--- src/rtl/alu_cmd_pkg.sv ---
// ============================================================================
//  Module      : alu_cmd_pkg
//  Description : Shared definitions for the ALU command sequencer: operation
//                encodings, default operand width, occupancy state type and
//                a helper that maps a buffer count onto an occupancy state.
//  Revision    : 1.0  initial release
// ============================================================================
`default_nettype none

package alu_cmd_pkg;

  localparam int DEFAULT_WIDTH = 3;

  // Operation select encodings for cmd_op
  localparam logic [1:0] OP_INC  = 2'b00;  // A + 1
  localparam logic [1:0] OP_ADD  = 2'b01;  // A + B
  localparam logic [1:0] OP_SUB  = 2'b10;  // B - A
  localparam logic [1:0] OP_NEG1 = 2'b11;  // 1 - B

  // Result-buffer occupancy. The encoding is chosen so that bit 1 is
  // res_valid and bit 0 is cmd_ready, letting both handshake outputs come
  // straight from the state register.
  typedef enum logic [1:0] {
    OCC_EMPTY   = 2'b01,
    OCC_PARTIAL = 2'b11,
    OCC_FULL    = 2'b10
  } occ_t;

  function automatic occ_t occ_from_count(input int cnt, input int depth);
    occ_t st;
    if (cnt == 0) begin
      st = OCC_EMPTY;
    end else if (cnt >= depth) begin
      st = OCC_FULL;
    end else begin
      st = OCC_PARTIAL;
    end
    return st;
  endfunction

endpackage

`default_nettype wire

--- src/rtl/alu_cmd_core.sv ---
// ============================================================================
//  Module      : alu_cmd_core
//  Description : Purely combinational arithmetic unit. All operations are
//                evaluated in WIDTH+1 bits; g is the low WIDTH bits and
//                carry is the top bit (carry / no-borrow).
//  Ports       : op    [1:0]       operation select (see alu_cmd_pkg)
//                a     [WIDTH-1:0] effective operand A
//                b     [WIDTH-1:0] operand B
//                g     [WIDTH-1:0] result
//                carry             bit WIDTH of the extended result
//  Revision    : 1.0  initial release
// ============================================================================
`default_nettype none

module alu_cmd_core
  import alu_cmd_pkg::*;
#(
  parameter int WIDTH = DEFAULT_WIDTH
) (
  input  logic [1:0]       op,
  input  logic [WIDTH-1:0] a,
  input  logic [WIDTH-1:0] b,
  output logic [WIDTH-1:0] g,
  output logic             carry
);

  localparam logic [WIDTH:0] ONE = (WIDTH + 1)'(1);

  logic [WIDTH:0] w_sum;

  // Subtractions use two's-complement add so that the top bit reads as
  // "no borrow" rather than a sign.
  always_comb begin
    w_sum = '0;
    case (op)
      OP_INC:  w_sum = {1'b0, a} + ONE;
      OP_ADD:  w_sum = {1'b0, a} + {1'b0, b};
      OP_SUB:  w_sum = {1'b0, b} + {1'b0, ~a} + ONE;
      OP_NEG1: w_sum = {1'b0, ~b} + ONE + ONE;
      default: w_sum = '0;
    endcase
  end

  assign g     = w_sum[WIDTH-1:0];
  assign carry = w_sum[WIDTH];

endmodule

`default_nettype wire

--- src/rtl/alu_cmd_sequencer.sv ---
// ============================================================================
//  Module      : alu_cmd_sequencer
//  Description : Accepts ALU commands over a valid/ready handshake, computes
//                the result in the acceptance cycle, and queues it in a
//                DEPTH-entry FIFO presented on a valid/ready result port.
//                Keeps an accumulator of the last accepted result (usable as
//                operand A via cmd_chain) and an 8-bit accepted-command count.
//  Ports       : clk, rst                 clock, async active-high reset
//                cmd_valid/cmd_ready      command handshake
//                cmd_op, cmd_a, cmd_b     operation and operands
//                cmd_chain                use acc in place of cmd_a
//                res_valid/res_ready      result handshake
//                res_g, res_carry, res_zero  result at FIFO head
//                acc                      last accepted result
//                op_count                 accepted-command counter (wraps)
//  Revision    : 1.0  initial release
// ============================================================================
`default_nettype none

module alu_cmd_sequencer
  import alu_cmd_pkg::*;
#(
  parameter int WIDTH = DEFAULT_WIDTH,
  parameter int DEPTH = 2
) (
  input  logic             clk,
  input  logic             rst,
  input  logic             cmd_valid,
  output logic             cmd_ready,
  input  logic [1:0]       cmd_op,
  input  logic [WIDTH-1:0] cmd_a,
  input  logic [WIDTH-1:0] cmd_b,
  input  logic             cmd_chain,
  output logic             res_valid,
  input  logic             res_ready,
  output logic [WIDTH-1:0] res_g,
  output logic             res_carry,
  output logic             res_zero,
  output logic [WIDTH-1:0] acc,
  output logic [7:0]       op_count
);

  localparam int PTR_W = $clog2(DEPTH);
  localparam int CNT_W = $clog2(DEPTH + 1);

  occ_t             r_state;
  logic [CNT_W-1:0] r_count;
  logic [PTR_W-1:0] r_wr_ptr;
  logic [PTR_W-1:0] r_rd_ptr;
  logic [WIDTH-1:0] r_acc;
  logic [7:0]       r_op_count;

  // Each entry holds {carry, g}; zero is re-derived at the head.
  logic [WIDTH:0]   r_mem [DEPTH];

  logic             w_accept;
  logic             w_xfer;
  logic [WIDTH-1:0] w_a_eff;
  logic [WIDTH-1:0] w_g;
  logic             w_carry;
  logic [CNT_W-1:0] w_count_next;
  logic [WIDTH:0]   w_head;

  // Handshake outputs are bits of the occupancy register, so neither has a
  // combinational path from res_ready or cmd_valid.
  assign cmd_ready = r_state[0];
  assign res_valid = r_state[1];

  assign w_accept = cmd_valid && cmd_ready;
  assign w_xfer   = res_valid && res_ready;
  assign w_a_eff  = cmd_chain ? r_acc : cmd_a;

  alu_cmd_core #(
    .WIDTH (WIDTH)
  ) u_core (
    .op    (cmd_op),
    .a     (w_a_eff),
    .b     (cmd_b),
    .g     (w_g),
    .carry (w_carry)
  );

  always_comb begin
    w_count_next = r_count;
    if (w_accept && !w_xfer) begin
      w_count_next = r_count + CNT_W'(1);
    end else if (!w_accept && w_xfer) begin
      w_count_next = r_count - CNT_W'(1);
    end
  end

  always_ff @(posedge clk or posedge rst) begin
    if (rst) begin
      r_state    <= OCC_EMPTY;
      r_count    <= '0;
      r_wr_ptr   <= '0;
      r_rd_ptr   <= '0;
      r_acc      <= '0;
      r_op_count <= '0;
    end else begin
      r_state <= occ_from_count(int'(w_count_next), DEPTH);
      r_count <= w_count_next;
      // DEPTH is a power of two, so pointer overflow is the modulo wrap.
      if (w_accept) begin
        r_wr_ptr   <= r_wr_ptr + PTR_W'(1);
        r_acc      <= w_g;
        r_op_count <= r_op_count + 8'd1;
      end
      if (w_xfer) begin
        r_rd_ptr <= r_rd_ptr + PTR_W'(1);
      end
    end
  end

  // Storage is never observed while empty, so it carries no reset.
  always_ff @(posedge clk) begin
    if (w_accept) begin
      r_mem[r_wr_ptr] <= {w_carry, w_g};
    end
  end

  assign w_head    = r_mem[r_rd_ptr];
  assign res_g     = w_head[WIDTH-1:0];
  assign res_carry = w_head[WIDTH];
  assign res_zero  = (w_head[WIDTH-1:0] == '0);
  assign acc       = r_acc;
  assign op_count  = r_op_count;

endmodule

`default_nettype wire

--- config.mk ---
export PLATFORM = sky130hd
export DESIGN_NAME = alu_cmd_sequencer
export DESIGN_NICKNAME = d
export VERILOG_FILES = /design/src/rtl/alu_cmd_pkg.sv /design/src/rtl/alu_cmd_core.sv /design/src/rtl/alu_cmd_sequencer.sv
export SDC_FILE = /design/constraint.sdc
export NUM_CORES = 1
export LEC_CHECK = 0
export CAP_MARGIN = 20
export CORE_MARGIN = 2
export CORE_UTILIZATION = 30
export CTS_CLUSTER_SIZE = 30
export DETAILED_ROUTE_END_ITERATION = 10
export PLACE_DENSITY = 0.54
export SLEW_MARGIN = 30
export SYNTH_ARGS = -nofsm -noshare
export SYNTH_HDL_FRONTEND = slang
export SYNTH_SLANG_ARGS = --single-unit
--- constraint.sdc ---
create_clock -name clk -period 2.36 [get_ports clk]
set_input_delay 0.472 -clock clk [delete_from_list [all_inputs] [get_ports clk]]
set_output_delay 0.472 -clock clk [all_outputs]
set_load 0.02 [all_outputs]
[Word level (Yosys, flattened, before mapping)]
Memories as Yosys holds them, arrays and structs flattened.
Cells that the tools add are included.
Cells by class
  $add $sub $neg: 11
  magnitude comparators: 1
  equal/unequal tests: 3
  muxes and demuxes: 8
  bitwise gates (word level): 2
  reduce and logical (&&, ||, !) cells: 9
Operators with widths (number)
  $pmux 4 s4: 1
  $add 3x1->4 const B: 2
  $add 3x3->4: 2
  $add 4x1->4 const B: 2
  $add 8x1->8 const B: 1
  $mux 2: 3
  $not 3->3: 2
  $eq 2x2->1 const B: 2
  $logic_and 1x1->1: 4
  $logic_not 2->1: 2
  $logic_not 3->1: 1
  $mux 1: 3
  $mux 3: 1
  $add 1x1->1 const B: 2
  $add 2x1->2 const B: 1
  $eq 2x1->1 const B: 1
  $ge 2x2->1 const B: 1
  $logic_not 1->1: 2
  $sub 2x1->2 const B: 1
Word-level totals
  register bits: 17
  memory bits (writable): 8
  bits of input ports: 13
  output and inout bits: 18
  logic and storage cells: 41
  memories kept: 1
Memory list
  r_mem: words 2, width 4, rd ports 1, clocked after memory_dff 0, write ports 1, line alu_cmd_sequencer.sv:54  | logic [WIDTH:0] r_mem [DEPTH];

[Logic depth before layout (Yosys ltp)]
Gate-level depths: netlist of the first run.
  depth after elaboration: 8
  mapped depth: 9
  depth with buffers taken out: 9

[Modules after synthesis]
From an unflattened synthesis of the first run, not the netlist that was laid out.
Second synthesis, totals
  cells, all modules: 121
  area total of the unflattened synthesis: 1415.1 sq um
By module, submodules not included
  alu_cmd_sequencer: instances 1, cells each 82, area each 1088.5 sq um, seq. area each 666.9 sq um
  alu_cmd_core: instances 1, cells each 39, area each 326.6 sq um, seq. area each 0.0 sq um

[Worst setup path before layout of the first run]
No wires, ideal clock.
  path kind: input to register
  from: input cmd_op[1]
  to: register r_acc[2], in the netlist acc[2]
  setup time: 125 ps
  arrival: 1886 ps
  data required time: 2235 ps
  setup slack: 349 ps
  stages: 7
  buffers on the path: 1
  cells stage by stage: buf_2 -> nor3_1 -> inv_1 -> fa_1 -> xor2_2 -> o22ai_2 -> mux2_4
Between the ends
  word-level cells in the longest chain between the ends: 2
  elaborated cells between the ends (all ways): 5
  those cells by class: eq/ne (3); mux (1); reduce/logical (1)
Ends and longest elaborated chain
  start: declaration: line alu_cmd_sequencer.sv:30  | input logic [1:0] cmd_op,
  $eq 2x2->1 (tied with other cells): line alu_cmd_core.sv:35  | case (op)
  $pmux 4 s4 (*): line alu_cmd_core.sv:35
  via u_core.g[2]: line alu_cmd_core.sv:23  | output logic [WIDTH-1:0] g,
  end signal: assignment: line alu_cmd_sequencer.sv:106  | r_acc <= w_g;
  end: declaration: line alu_cmd_sequencer.sv:50  | logic [WIDTH-1:0] r_acc;
The timed path passes the listed nets; every way through them passes the cells marked *.
A chain may end at the register's enable or synchronous reset.

[Worst setup path after layout of the first run]
  from: input cmd_chain
  to: memory r_mem[1][1] (netlist bit) (data pin)
Between the ends
  word-level cells in the longest chain between the ends: 5
  elaborated cells between the ends (all ways): 7
  those cells by class: add/sub (4); mux (2); bitwise (1)
Ends and longest elaborated chain
  start: declaration: line alu_cmd_sequencer.sv:33  | input logic cmd_chain,
  $mux 3 (*): line alu_cmd_sequencer.sv:71  | assign w_a_eff = cmd_chain ? r_acc : cmd_a;
  $not 3->3: line alu_cmd_core.sv:38  | OP_SUB: w_sum = {1'b0, b} + {1'b0, ~a} + ONE;
  $add 3x3->4: line alu_cmd_core.sv:38
  $add 4x1->4: line alu_cmd_core.sv:38
  $pmux 4 s4 (*): line alu_cmd_core.sv:35
  via u_core.g[1]: line alu_cmd_core.sv:23
  end: declaration: line alu_cmd_sequencer.sv:54
Marked as above.

==> reports/metrics.cfg, run 1 <==
[floorplan]
pin_count = 31
die-area_um2 = 5110
die_h_um = 71.5
start_util_pct = 31.4
core_um2 = 4350
rows = 24
fp.dieW_um = 71.5

[placement]
gp_congestion = 0.766
port_buffers = 30
placed_cells = 209
dp_hpwl_mm = 2.10
post-place-ws_ns = -0.166

[synthesis]
yosysSeqAreaShare_pct = 48.9
synth-simple-area-share_pct = 11.6
synthAdderAreaFrac_pct = 10.3
synthMuxAreaShare_pct = 9.99
syn_nets = 142
synth_warnings = 0
synthesis.instances = 119
netlist_area_um2 = 1370
synth_area_per_cell_um2 = 11.5
synth-compound-area-share_pct = 6.05
synthArstFlopShare_pct = 68.0
synth_edf_count = 8
yosys_most_used_dff = dfrtp_1
synth_seq_cells = 25
synth_xor_xnor_area_share_pct = 9.53
synth_top_family_by_area = simple AND/OR/NAND/NOR gates
yosysUniqueCellTypes = 32

[pwr]
power_frac_comb_pct = 47.7
power.share.clock_pct = 13.2
power.leakage_nw = 0.822
p_sw_mw = 0.753
p_int_mw = 1.24
swShare_pct = 37.8
p_seq_share_pct = 39.2
powerDensity_nw_per_um2 = 1080
peakVddDrop_v = 0.000427

[grt]
grtUsageMet2_pct = 18.5
grt_max_degree = 18
antenna_found_initial = 0
grt_pass1_wl_mm = 4.54
grt_pass1_vias = 1021
use_met1_pct = 14.6
grtUsageTotal_pct = 11.4
met3_usage_pct = 2.25
gr-total-overflow = 0
busiest_layer = met2

[run_status]
outcome = finished, final reports clean

[run]
maxCapViolations = 0

[routing]
routedWlPerCell_um = 12.3
drtPass1Iterations = 4
ant_nets = 0
drc_errors = 0
wl_mm = 2.62
via_per_inst = 4.68
vias = 997
drtIter0Drc = 31

[sta]
hold_viol = 0
worst_slack_ns = 0.134
fin_skew_ns = 0.00846
finalMaxSlewViolations = 0
setup_violations = 0
fin_crit_ns = 2.23
rsz0062_at_grt = no
fmax_mhz = 449
tightestPinTransition_ns = 0.630
post-route-period-util_pct = 94.3
relSlewSlack_pct = 57.9

[critical_path]
start_kind = input pin
worstSetupStartpoint = cmd_chain
reg2reg_slack_ns = 0.47
timing.critical_path.to = r_mem[1][1]$_DFFE_PP_
r2r_end = acc[2]$_DFFE_PP0N_
path_class = input pin to register
ff2ff_path_depth = 8
worstReg2RegStart = acc[0]$_DFFE_PP0N_
cp_max_fo = 3
critPathRequiredTime_ns = 2.37
worstSetupEndpointType = register
crit_arrival_ns = 2.24

[clock_network]
clk_latency_ns = 0.28
cts_hold_buf = 0
htree_levels = 1
cts_inserted_buffers = 3
path_clk_slew_ns = 0.08
post_cts_buffers = 0
cts-root-buf = clkbuf_8
tritoncts = done
clkSinkCount = 25
cts.path.max_buffers = 2

[cells_and_area]
drive_above_1_share_pct = 18.0
areaGrowthSynthToFinish_pct = 34.8
antenna-diode-count = 0
final_common_cell = clkdlybuf4s50_1
layout_common_cells = clkdlybuf4s50_1, nand2_1, dfrtp_1
final_core_util_pct = 42.3
final_nets = 185
final_cells = 213

[hold_path]
whs_path_depth = 1
hold_path_class = register to register

[how the worst min path moves through the flow]
stage | from | endpoint | slack (ns)
after floorplan | rst | acc[0]$_DFFE_PP0N_ | 0.40
after global placement | op_count[7]$_DFFE_PP0N_ | op_count[7]$_DFFE_PP0N_ | 0.46
after detailed placement | op_count[7]$_DFFE_PP0N_ | op_count[7]$_DFFE_PP0N_ | 0.46
after CTS | op_count[7]$_DFFE_PP0N_ | op_count[7]$_DFFE_PP0N_ | 0.47
after global routing | op_count[7]$_DFFE_PP0N_ | op_count[7]$_DFFE_PP0N_ | 0.50
final | op_count[7]$_DFFE_PP0N_ | op_count[7]$_DFFE_PP0N_ | 0.47
[through the flow]
step	hold slack [ns]	total power [mW]	setup TNS (ns)	area, µm²
6_report	0.465	1.99	0	1840
5_1_grt	0.497	2.15	0	1840
4_1_cts	0.472	2.02	0	1840
3_5_place_dp	0.461	1.76	-0.938	1790
3_3_place_gp	0.458	1.74	-0.730	1790
2_1_floorplan	0.397	1.35	0	1370
[power by group through the flow]
stage | logic [mW] | clock network [mW] | registers (mW)
3_5_place_dp | 0.968 | 0 | 0.789
4_1_cts | 0.968 | 0.271 | 0.784
6_report | 0.949 | 0.262 | 0.780
2_1_floorplan | 0.489 | 0 | 0.863
5_1_grt | 1.05 | 0.290 | 0.806
3_3_place_gp | 0.954 | 0 | 0.786
[cell families (layout without fill, tap and decap cells)]
kind of cell / after synthesis / after routing
simple gates: 35 / 35
flops: 25 / 25
xor+xnor: 14 / 14
mux: 12 / 12
buf+inv: 12 / 54
compound gates: 11 / 11
fa+ha+maj: 10 / 10
[routing by layer]
layer	part of all wire [%]	routed length [µm]	up-vias
met4	1.8	48	0
met1	47	1220	478
li1	-	-	489
met2	47	1230	24
met5	0	0	-
met3	4.3	113	6
[flip-flops by register name (all words and copies together) (netlist names)]
register and cells:
op_count 8, r_state 2, r_mem 8, r_count 2
acc 3, r_wr_ptr 1, r_rd_ptr 1
[Yosys cell counts, types with 2 or more instances]
cell	count	area share, %
ha_1	8	7.3
dfrtp_1	16	29
nand2_1	17	4.7
edfxtp_1	8	18
xnor2_1	8	5.1
xor2_1	5	3.2
a21o_1	2	1.1
and3_1	2	0.92
nand3_1	2	0.73
mux2i_1	5	3.7
inv_1	9	2.5
fa_1	2	2.9
o21ai_2	2	1.3
nor2_1	6	1.6
nor3_1	3	1.1
mux2_4	2	2.2
mux2_2	5	4.1
nand4_1	3	1.4
[worst max-delay path: stages]
cell and delay, ns:
clkdlybuf4s50_1 0.49, mux2_2 0.35, ha_1 0.18, inv_1 0.08, fa_1 0.41, mux2i_1 0.14, mux2i_1 0.12
[area by class of cell]
type	count	area, µm²
clock buffer	3	41.3
clock inverter	1	6.26
fill	406	2510
inverter	10	37.5
multi-input combinational	82	648
sequential	25	668
tap	52	65.1
timing repair buffer	40	374
[timing repair]
action,4_1_cts,5_1_grt
endpoints found under the setup margin,1,0
resized for setup,2,0
endpoints found under the hold margin,0,0
Note: power is estimated with default switching activity, not from simulation.
==> run 2, diff against run 1 <==
CORE_MARGIN = unset   (was 2)
==> reports/metrics.cfg, run 2 (synthesis results as in run 1) <==
[run_status]
outcome = finished, final reports clean  ; unchanged

[sta]
hold_viol = 0  ; unchanged
rsz0062_at_grt = no  ; unchanged
tightestPinTransition_ns = 0.645  ; was 0.630 ns
timing.setup.tns_ns = 0  ; unchanged
setup_violations = 0  ; unchanged
finalMaxSlewViolations = 0  ; unchanged
relSlewSlack_pct = 56.9  ; was 57.9%
fin_crit_ns = 2.29  ; was 2.23 ns
fmax_mhz = 438  ; was 449 MHz
fin_skew_ns = 0.0140  ; was 0.00846 ns
post-route-period-util_pct = 96.8  ; was 94.3%
worst_slack_ns = 0.0749  ; was 0.134 ns

[critical_path]
critPathRequiredTime_ns = 2.36  ; was 2.37 ns
ff2ff_path_depth = 8  ; unchanged
reg2reg_slack_ns = 0.43  ; was 0.47 ns
start_kind = input pin  ; unchanged
worstReg2RegStart = acc[0]$_DFFE_PP0N_  ; unchanged
r2r_end = acc[2]$_DFFE_PP0N_  ; unchanged
cp_max_fo = 3  ; unchanged
path_class = input pin to register  ; unchanged
worstSetupEndpointType = register  ; unchanged
crit_arrival_ns = 2.28  ; was 2.24 ns

[grt]
antenna_found_initial = 0  ; unchanged
grt_pass1_wl_mm = 4.64  ; was 4.54 mm
grtUsageTotal_pct = 11.9  ; was 11.4%
grt_pass1_vias = 1015  ; was 1021
gr-total-overflow = 0  ; unchanged
grt_max_degree = 18  ; unchanged

[run]
maxCapViolations = 0  ; unchanged

[cells_and_area]
final_nets = 185  ; unchanged
areaGrowthSynthToFinish_pct = 34.8  ; unchanged
antenna-diode-count = 0  ; unchanged
final_common_cell = clkdlybuf4s50_1  ; unchanged
drive_above_1_share_pct = 18.0  ; unchanged
layout_common_cells = clkdlybuf4s50_1, nand2_1, dfrtp_1  ; unchanged

[clock_network]
clk_latency_ns = 0.27  ; was 0.28 ns
cts-root-buf = clkbuf_8  ; unchanged
cts_hold_buf = 0  ; unchanged
cts_inserted_buffers = 3  ; unchanged
tritoncts = done  ; unchanged
htree_levels = 1  ; unchanged
clkSinkCount = 25  ; unchanged
path_clk_slew_ns = 0.08  ; about the same
cts.path.max_buffers = 2  ; unchanged

[pwr]
peakVddDrop_v = 0.000384  ; was 0.000427 V
powerDensity_nw_per_um2 = 1080  ; about the same
power.leakage_nw = 0.822  ; unchanged

[routing]
drtPass1Iterations = 4  ; unchanged
ant_nets = 0  ; unchanged
vias = 980  ; was 997
drtIter0Drc = 32  ; was 31
drc_errors = 0  ; unchanged
routedWlPerCell_um = 12.4  ; was 12.3 µm
via_per_inst = 4.60  ; was 4.68
wl_mm = 2.64  ; was 2.62 mm

[floorplan]
rows = 24  ; unchanged
die_h_um = 69.5  ; was 71.5 µm
core_um2 = 4350  ; unchanged
pin_count = 31  ; unchanged
start_util_pct = 31.4  ; unchanged
fp.dieW_um = 69.5  ; was 71.5 µm
die-area_um2 = 4820  ; was 5110 µm²

[placement]
post-place-ws_ns = -0.205  ; was -0.166 ns
gp_congestion = 0.799  ; was 0.766
dp_hpwl_mm = 2.11  ; was 2.10 mm
port_buffers = 30  ; unchanged

[hold_path]
min_to = op_count[7]$_DFFE_PP0N_  ; unchanged
hold_path_class = register to register  ; unchanged
min_from = op_count[7]$_DFFE_PP0N_  ; unchanged
whs_path_depth = 1  ; unchanged

run 2: how the worst max path moves through the flow:
stage / from / end / slack [ns]
after global routing: cmd_b[1] / acc[2]$_DFFE_PP0N_ / 0.02
final: cmd_chain / r_mem[1][1]$_DFFE_PP_ / 0.07
after global placement: cmd_chain / r_mem[1][1]$_DFFE_PP_ / -0.16
after floorplan: cmd_op[1] / acc[2]$_DFFE_PP0N_ / 0.35
after detailed placement: cmd_chain / r_mem[0][1]$_DFFE_PP_ / -0.21
after CTS: cmd_chain / r_mem[1][1]$_DFFE_PP_ / 0.08
run 2: metal layers:
| metal | vias up | routed length, µm | global-route usage, % | part of all wire, % |
|---|---|---|---|---|
| met5 | - | 0 | 0 | 0 |
| met4 | 0 | 43 | 4.76 | 1.6 |
| met3 | 4 | 73 | 1.45 | 2.8 |
| met2 | 21 | 1290 | 20.1 | 49 |
| met1 | 464 | 1230 | 15.6 | 47 |
| li1 | 491 | - | - | - |
run 2: where the power goes:
part	internal (mW)	total [mW]	switching, mW
combinational	0.489	0.954	0.465
clock	0.120	0.258	0.137
sequential	0.629	0.782	0.153
run 2: what timing repair did:
action                                  4_1_cts  5_1_grt
endpoints found under the setup margin        1        0
gates resized for setup                       2        0
setup buffers                                 0        0
endpoints found under the hold margin         0        0
run 2: layout make-up:
class | instances | area, µm²
Clock buffer | 3 | 41.3
Clock inverter | 1 | 6.26
Inverter | 10 | 37.5
Multi-Input combinational cell | 82 | 648
Timing Repair Buffer | 40 | 374
Fill cell | 416 | 2510
Sequential cell | 25 | 668
Tap cell | 52 | 65.1
run 2: worst max-delay path, stage by stage:
cell and delay, ns:
clkdlybuf4s50_1 0.52, mux2_2 0.37, ha_1 0.18, inv_1 0.08, fa_1 0.40, mux2i_1 0.13
mux2i_1 0.12
run 2: per-stage QoR:
step / hold slack, ns / util, % / power [mW] / cells / cell area, µm²
after global placement: 0.458 / 41.2 / 1.74 / 209 / 1790
after CTS: 0.472 / 42.3 / 2.03 / 213 / 1840
after floorplan: 0.397 / - / 1.35 / 119 / 1370
final: 0.464 / 42.3 / 1.99 / 213 / 1840
after global routing: 0.497 / 42.3 / 2.14 / 213 / 1840
after detailed placement: 0.461 / 41.2 / 1.76 / 209 / 1790
